--- config.mk ---
export PLATFORM = sky130hd
export DESIGN_NAME = coef_collector_flat
export DESIGN_NICKNAME = d
export VERILOG_FILES = /design/src/rtl/coef_collector_if.sv /design/src/rtl/coef_collector.sv /design/src/flat_wrapper.sv
export SDC_FILE = /design/constraint.sdc
export NUM_CORES = 1
export LEC_CHECK = 0
export CELL_PAD_IN_SITES_DETAIL_PLACEMENT = 0
export CELL_PAD_IN_SITES_GLOBAL_PLACEMENT = 1
export CORE_UTILIZATION = 50
export CTS_CLUSTER_DIAMETER = 60
export CTS_CLUSTER_SIZE = 12
export DETAILED_ROUTE_END_ITERATION = 12
export DONT_BUFFER_PORTS = 1
export MAX_ROUTING_LAYER = met4
export PLACE_DENSITY = 0.72
export SLEW_MARGIN = 20
export SYNTH_ARGS = -nofsm -noshare
export SYNTH_HDL_FRONTEND = slang
export SYNTH_SLANG_ARGS = --single-unit
--- constraint.sdc ---
create_clock -name clk -period 5.68 [get_ports clk]
set_input_delay 1.136 -clock clk [delete_from_list [all_inputs] [get_ports clk]]
set_output_delay 1.136 -clock clk [all_outputs]
set_load 0.02 [all_outputs]
--- src/rtl/coef_collector_if.sv ---
// Coefficient collector bus: capture stream from the coefficient mapper and
// the read port used by the butterfly datapath.
interface coef_collector_if #(
    parameter int N   = 16,
    parameter int MSB = 16
);
    localparam int AW = $clog2(N / 2);

    logic           load;
    logic [MSB-1:0] data_in;
    logic [1:0]     select_c;
    logic           dv_in;
    logic           rd_en;
    logic [AW-1:0]  rd_addr;
    logic [MSB-1:0] c_out;
    logic [MSB-1:0] cps_out;
    logic [MSB-1:0] cms_out;
    logic           rd_valid;
    logic           ready;
    logic           busy;
    logic           err;

    modport master (
        output load, data_in, select_c, dv_in, rd_en, rd_addr,
        input  c_out, cps_out, cms_out, rd_valid, ready, busy, err
    );

    modport slave (
        input  load, data_in, select_c, dv_in, rd_en, rd_addr,
        output c_out, cps_out, cms_out, rd_valid, ready, busy, err
    );
endinterface

--- src/rtl/coef_collector.sv ---
// Twiddle table collector: gathers C, C+S, C-S words into N/2 entries and serves
// three-word reads. Macro COEF_COLLECTOR_ALIGN_EN delays select_c by one cycle.
module coef_collector #(
    parameter int N   = 16,
    parameter int MSB = 16
) (
    input  logic             clk,
    input  logic             rst,
    coef_collector_if.slave  bus
);
    localparam int             AW   = $clog2(N / 2);
    localparam logic [AW-1:0]  LAST = AW'(N / 2 - 1);

    typedef enum logic [1:0] {IDLE, CAPTURE, READY} state_t;

    state_t          state_q;
    logic [AW-1:0]   idx_q;
    logic            ready_q;
    logic            busy_q;
    logic            err_q;
    logic            rd_valid_q;
    logic [MSB-1:0]  c_q;
    logic [MSB-1:0]  cps_q;
    logic [MSB-1:0]  cms_q;

    logic [MSB-1:0]  mem_c_q   [N/2];
    logic [MSB-1:0]  mem_cps_q [N/2];
    logic [MSB-1:0]  mem_cms_q [N/2];

    logic [1:0]      sel_a;
    logic            skip_a;
    logic            wr_en_d;
    logic            last_wr_d;

`ifdef COEF_COLLECTOR_ALIGN_EN
    logic [1:0]      sel_q;
    logic            skip_q;

    // Slot tag arrives one cycle ahead of its ROM word; the first slot after
    // load is stale because sel_q still holds the pre-load value.
    always_ff @(posedge clk) begin
        sel_q <= bus.select_c;
        if (rst) begin
            skip_q <= 1'b0;
        end else if (bus.load) begin
            skip_q <= 1'b1;
        end else if (state_q == CAPTURE) begin
            skip_q <= 1'b0;
        end
    end

    assign sel_a  = sel_q;
    assign skip_a = skip_q;
`else
    assign sel_a  = bus.select_c;
    assign skip_a = 1'b0;
`endif

    assign wr_en_d   = (state_q == CAPTURE) && !rst && !bus.load && !skip_a
                       && (sel_a != 2'd3);
    assign last_wr_d = wr_en_d && (sel_a == 2'd2) && (idx_q == LAST);

    always_ff @(posedge clk) begin
        if (rst) begin
            state_q <= IDLE;
            idx_q   <= '0;
            ready_q <= 1'b0;
            busy_q  <= 1'b0;
            err_q   <= 1'b0;
        end else if (bus.load) begin
            state_q <= CAPTURE;
            idx_q   <= '0;
            ready_q <= 1'b0;
            busy_q  <= 1'b1;
            err_q   <= 1'b0;
        end else if (state_q == CAPTURE) begin
            if (last_wr_d) begin
                state_q <= READY;
                busy_q  <= 1'b0;
                ready_q <= 1'b1;
            end else begin
                if (wr_en_d && (sel_a == 2'd2)) begin
                    idx_q <= idx_q + AW'(1);
                end
                // Short stream: publish what we have and flag it.
                if (bus.dv_in) begin
                    state_q <= READY;
                    busy_q  <= 1'b0;
                    ready_q <= 1'b1;
                    err_q   <= 1'b1;
                end
            end
        end
    end

    always_ff @(posedge clk) begin
        if (wr_en_d) begin
            case (sel_a)
                2'd0:    mem_c_q[idx_q]   <= bus.data_in;
                2'd1:    mem_cps_q[idx_q] <= bus.data_in;
                2'd2:    mem_cms_q[idx_q] <= bus.data_in;
                default: ;
            endcase
        end
    end

    // Read port: one-cycle latency, data held when no valid read occurs.
    always_ff @(posedge clk) begin
        if (rst) begin
            rd_valid_q <= 1'b0;
            c_q        <= '0;
            cps_q      <= '0;
            cms_q      <= '0;
        end else if (bus.rd_en && ready_q) begin
            rd_valid_q <= 1'b1;
            c_q        <= mem_c_q[bus.rd_addr];
            cps_q      <= mem_cps_q[bus.rd_addr];
            cms_q      <= mem_cms_q[bus.rd_addr];
        end else begin
            rd_valid_q <= 1'b0;
        end
    end

    assign bus.c_out    = c_q;
    assign bus.cps_out  = cps_q;
    assign bus.cms_out  = cms_q;
    assign bus.rd_valid = rd_valid_q;
    assign bus.ready    = ready_q;
    assign bus.busy     = busy_q;
    assign bus.err      = err_q;
endmodule

--- src/flat_wrapper.sv ---
// flat-port wrapper written by rule: the top's interface ports become plain ports
module coef_collector_flat 
#(
    parameter int N   = 16,
    parameter int MSB = 16
)
  (clk, rst, bus_load, bus_data_in, bus_select_c, bus_dv_in, bus_rd_en, bus_rd_addr, bus_c_out, bus_cps_out, bus_cms_out, bus_rd_valid, bus_ready, bus_busy, bus_err);
  coef_collector_if #(.N(N), .MSB(MSB)) bus_i ();
  input  logic clk;
  input  logic rst;
  input wire logic [$bits(bus_i.load)-1:0] bus_load;
  input wire logic [$bits(bus_i.data_in)-1:0] bus_data_in;
  input wire logic [$bits(bus_i.select_c)-1:0] bus_select_c;
  input wire logic [$bits(bus_i.dv_in)-1:0] bus_dv_in;
  input wire logic [$bits(bus_i.rd_en)-1:0] bus_rd_en;
  input wire logic [$bits(bus_i.rd_addr)-1:0] bus_rd_addr;
  output wire logic [$bits(bus_i.c_out)-1:0] bus_c_out;
  output wire logic [$bits(bus_i.cps_out)-1:0] bus_cps_out;
  output wire logic [$bits(bus_i.cms_out)-1:0] bus_cms_out;
  output wire logic [$bits(bus_i.rd_valid)-1:0] bus_rd_valid;
  output wire logic [$bits(bus_i.ready)-1:0] bus_ready;
  output wire logic [$bits(bus_i.busy)-1:0] bus_busy;
  output wire logic [$bits(bus_i.err)-1:0] bus_err;
  assign bus_i.load = bus_load;
  assign bus_i.data_in = bus_data_in;
  assign bus_i.select_c = bus_select_c;
  assign bus_i.dv_in = bus_dv_in;
  assign bus_i.rd_en = bus_rd_en;
  assign bus_i.rd_addr = bus_rd_addr;
  assign bus_c_out = bus_i.c_out;
  assign bus_cps_out = bus_i.cps_out;
  assign bus_cms_out = bus_i.cms_out;
  assign bus_rd_valid = bus_i.rd_valid;
  assign bus_ready = bus_i.ready;
  assign bus_busy = bus_i.busy;
  assign bus_err = bus_i.err;
  coef_collector #(.N(N), .MSB(MSB)) u_core (.clk(clk), .rst(rst), .bus(bus_i));
endmodule
After elaboration in Yosys (flattened, before gate mapping)
Memory sizes are Yosys's and may differ from the RTL's. A register that Yosys moved wholly into a read port is not among the register bits. Index checks and enable logic that the tools add are counted.

Flip-flop bits (word level): 9. Bits in writable memories: 384. Input bits: 26. Word-level logic and storage cells: 54. Memories kept: 3.

Memory list: u_core.mem_c_q (depth 8, width 16, rd ports 1, clocked after Yosys merged registers in 1, write ports 1, RTL line coef_collector.sv:26) `logic [MSB-1:0] mem_c_q [N/2];`; u_core.mem_cms_q (depth 8, width 16, rd ports 1, clocked after Yosys merged registers in 1, write ports 1, RTL line coef_collector.sv:28) `logic [MSB-1:0] mem_cms_q [N/2];`; u_core.mem_cps_q (depth 8, width 16, rd ports 1, clocked after Yosys merged registers in 1, write ports 1, RTL line coef_collector.sv:27) `logic [MSB-1:0] mem_cps_q [N/2];`.

$add $sub $neg: 1. Eq/ne operators: 5. Mux-type cells: 20. Bitwise gates (word level): 1. Reduce and logical (&&, ||, !) cells: 17.

Operator list (number): $mux W1 (18); $logic_and A1 B1 Y1 (6); $reduce_and A3 Y1 (2); $eq A2 B1 Y1 const B (2); $mux W2 (2); $reduce_and A2 Y1 (2); $reduce_bool A2 Y1 (2); $add A3 B1 Y3 const B (1); $eq A3 B3 Y1 const B (1); $reduce_bool A3 Y1 (1); $eq A2 B2 Y1 const B (1); $logic_not A1 Y1 (2); $logic_not A2 Y1 (1); $ne A2 B2 Y1 const B (1); $reduce_or A2 Y1 (1); $not A1 Y1 (1).

Longest topological paths before layout
Word-level depth: 9. Mapped depth: 7. Mapped depth without buffers: 5.

Least setup slack after synthesis
OpenSTA, ideal clock, no wires.

Path kind: input -> register. Start point: input port bus_load. End point: memory u_core.mem_c_q[0][0] (enable). Setup time: 0.388 ns. Arrival: 2.957 ns. Setup slack: 2.335 ns. Stages: 4. Path buffers: 1. Cells stage by stage: or4b_4 > or3_2 > buf_2 > nor2_1.

Cells in the longest elaborated chain, start to end: 5.

RTL lines: from (decl) (RTL line flat_wrapper.sv:11) `input wire logic [$bits(bus_i.load)-1:0] bus_load;`; $logic_not A1 Y1 (RTL line coef_collector.sv:59) `assign wr_en_d = (state_q == CAPTURE) && !rst && !bus.load && !skip_a`; $logic_and A1 B1 Y1 (RTL line coef_collector.sv:59); $logic_and A1 B1 Y1 (RTL line coef_collector.sv:60) `&& (sel_a != 2'd3);`; $mux W1 (RTL line coef_collector.sv:97) `if (wr_en_d) begin`; $mux W1 (implied by the code) (RTL line coef_collector.sv:99) `2'd0: mem_c_q[idx_q] <= bus.data_in;`; to (decl) (RTL line coef_collector.sv:26).

No other way between the ends.

Worst setup path in the final report
Start point: input port bus_load. End point: memory u_core.mem_cms_q[4][12] (enable).

Cells in the longest elaborated chain, start to end: 5.

RTL lines: $logic_not A1 Y1 (RTL line coef_collector.sv:59); $logic_and A1 B1 Y1 (RTL line coef_collector.sv:59); $logic_and A1 B1 Y1 (RTL line coef_collector.sv:60); $mux W1 (RTL line coef_collector.sv:97); $mux W1 (implied by the code) (RTL line coef_collector.sv:101) `2'd2: mem_cms_q[idx_q] <= bus.data_in;`; to (decl) (RTL line coef_collector.sv:28).

No other way between the ends.

==> impl_results.md <==
* Crit path DAT at 2.91 ns
* Die area at 33900 sq um
* Final setup vio count at 0
* Worst slew margin at 39.55%
* Post-synth EDFFs at 384
* Die width at 184.1 um
* Skew final at 0.02882 ns
* Commonest non-fill, non-tap cells in the layout: 384 x edfxtp_1, 194 x mux2i_1, 96 x a22oi_1, 73 x nor2_1, 55 x dfxtp_1
* Std-Cell Rows at 66
* Clk_lat worst skew at 0.54 ns
* Period Utilization, post-route at 48.48%
* Initial Util at 50.84%
* DRT iter0 DRCs at just over 700
* Ys async rst share at 0%
* Netlist cell types at 28
* Vias per cell at 5.751
* Routed len/inst at 24.39 um
* CP Launch Type: input pin
* Largest net degree at the start of global routing at 193
* Max IR drop VDD at 0.2508 mV
* Min Tclk post-route at 2.753 ns
* Max Used Layer: met4
* Leakage at ~6.2 nW
* DR DRC count at 0
* GRT Total Usage at 22.46%
* Worst hold path class: flop to flop
* CTS buffer count at 43
* HPWL Detailed at just over 20000 um
* Outcome: finished clean
* # Post-CTS Setup Buffers at 0
* Delay-heaviest family, CP: simple AND/OR/NAND/NOR gates
* TritonCTS clock tree: built
* ANT nets after route at 0
* Avg Inst Size Synth at between 15 and 20 sq um
* Hold_buf cts at 0
* Critical path's largest stage delay at 0.66 ns
* Initial antenna violation count at 0
* Routed wire length at ~36000 um
* Synth Instances at 997
* I/O pin count at 78
* Wire length on met1 at 16060 um
* Chip height at 184.1 um
* Global-route wire length before repair at 53480 um
* PnR worst setup slack at 2.927 ns
* Clock buffer depth at 3
* Met2 WL at 16920 um
* Antenna diode count at 0
* Final Hold Fails at 0
* Setup_tns at 0 ns
* Leading cell type in the layout, fill and taps excluded: edfxtp_1
* Critical Path Slowest Stage Cell: nor2_2
* Setup slack at placement at 2.035 ns
* Fmax at 0.3632 GHz
* Worst slew pin tran at 0.9045 ns
* GRT overflow at 0
* Core region area at 32620 sq um
* PD cells at 340.1 nW/um^2
* Cts repair resizes at 0
* Register area share after synthesis at 76.17%
* Met3 WL at roughly 2400 um
* Port buffer count at 0
* DR pass1 iterations at 5
* Syn Nets at 1025
* Synth Flop Type: edfxtp_1
* Crit Path Class: input pin to flop
* Root buffer cell: clkbuf_16
* CTS H-Tree Depth at 2
* Worst hold margin at 0.5884 ns
* CP Cell Sequence: or4b_4 > or3b_1 > nor2_2
* Crit path max fanout at 16
* Fin nets at 1035
* Crit path required time at 5.83 ns
* Vias in the first global route at 8307
* Clk sink count at 439
* Dpl cell area at approximately 17000 sq um
* Synthesis Warnings at 0
* Final Max Tran Viols at 0
* # Max-Cap Violations at 0
* Layout cells sized above 1 at 8.750%
* Worst Setup End Kind: flop
* Detailed-route via count at 8523
* RSZ-0062 raised after global routing: false
* Post-route cell area at 18350 sq um
* Seq cells post-synth at 439
* P&R area growth vs syn at 10.63%
* Clk slew on worst S/H paths at roughly 0.050 ns
* Critical path buffer and inverter count at 0
* GPL Wtd Cong at 0.7778
* Synth Cell Area at 16580 sq um
* Core Util, Final at 56.24%
==> layout make-up <==
class,count,area (sq um)
clock buffers,73,1199
fillers,2540,14270
clock inverters,5,42.54
repair buffers,27,202.7
well taps,442,553.0
multi-input cells,496,3717
flip-flops and latches,439,12630
==> cell families after synthesis <==
kind of cell             share of synthesized area, %
multiplexers                                    11.71
AO/OA/AOI/OAI                                   6.013
adder cells (fa/ha/maj)                        0.1509
XOR/XNOR                                      0.05282
buffers and inverters                           1.622
AND/OR/NAND/NOR                                 4.278
flip-flops                                      76.17
==> synth_stat cells, types with 3 or more instances <==
cell	count	share of area [%]
edfxtp_1	384	70
mux2i_1	194	12
a22oi_1	96	4.3
nor2_1	77	1.7
dfxtp_1	55	6.6
nor3_1	52	1.6
a21oi_1	50	1.5
clkbuf_1	34	0.77
buf_2	23	0.69
nand2_1	4	0.091
nand3b_1	4	0.18
buf_1	3	0.068
==> metal layers <==
| layer | GRT usage, % | up-vias |
|---|---|---|
| met5 | - | - |
| met4 | 5.933 | 0 |
| met3 | 4.169 | 52 |
| met2 | 33.94 | 265 |
| met1 | 31.50 | 4285 |
| li1 | - | 3921 |
==> through the flow <==
step	cells	power, mW
finish	1482	6.240
global route	1482	6.423
CTS	1482	6.285
detailed placement	1404	3.744
global placement	1404	3.743
floorplan	997	3.744
==> worst register-to-register path, stage by stage (launching register included) <==
cell and delay [ns]:
dfxtp_1 0.53, or4b_4 0.57, or3b_1 0.55, nor2_2 0.67
==> worst paths after layout <==
path,startpoint,end,slack (ns),depth (start not counted)
min,u_core.bus.cps_out[11],u_core.bus.cps_out[11],0.59,2
min reg2reg,u_core.bus.cps_out[11],u_core.bus.cps_out[11],0.59,2
max reg2reg,u_core.bus.busy,u_core.mem_cms_q[4][12],2.98,3
max,bus_load,u_core.mem_cms_q[4][12],2.93,3
==> sequential cells by signal, summed over array words and instances (netlist names), 3 cells and up <==
signal              count
u_core.mem_cps_q      128
u_core.bus.cps_out     16
u_core.idx_q            3
u_core.bus.c_out       16
u_core.bus.cms_out     16
u_core.mem_c_q        128
u_core.mem_cms_q      128
==> power by group <==
part | internal, mW | leakage [nW] | switching [mW]
logic | 0.0689 | 1.68 | 0.0743
clock network | 1.44 | 0.595 | 1.13
registers | 3.51 | 3.90 | 0.0171
total | 5.02 | 6.17 | 1.22
No activity file was read; power rests on OpenSTA's default activity.
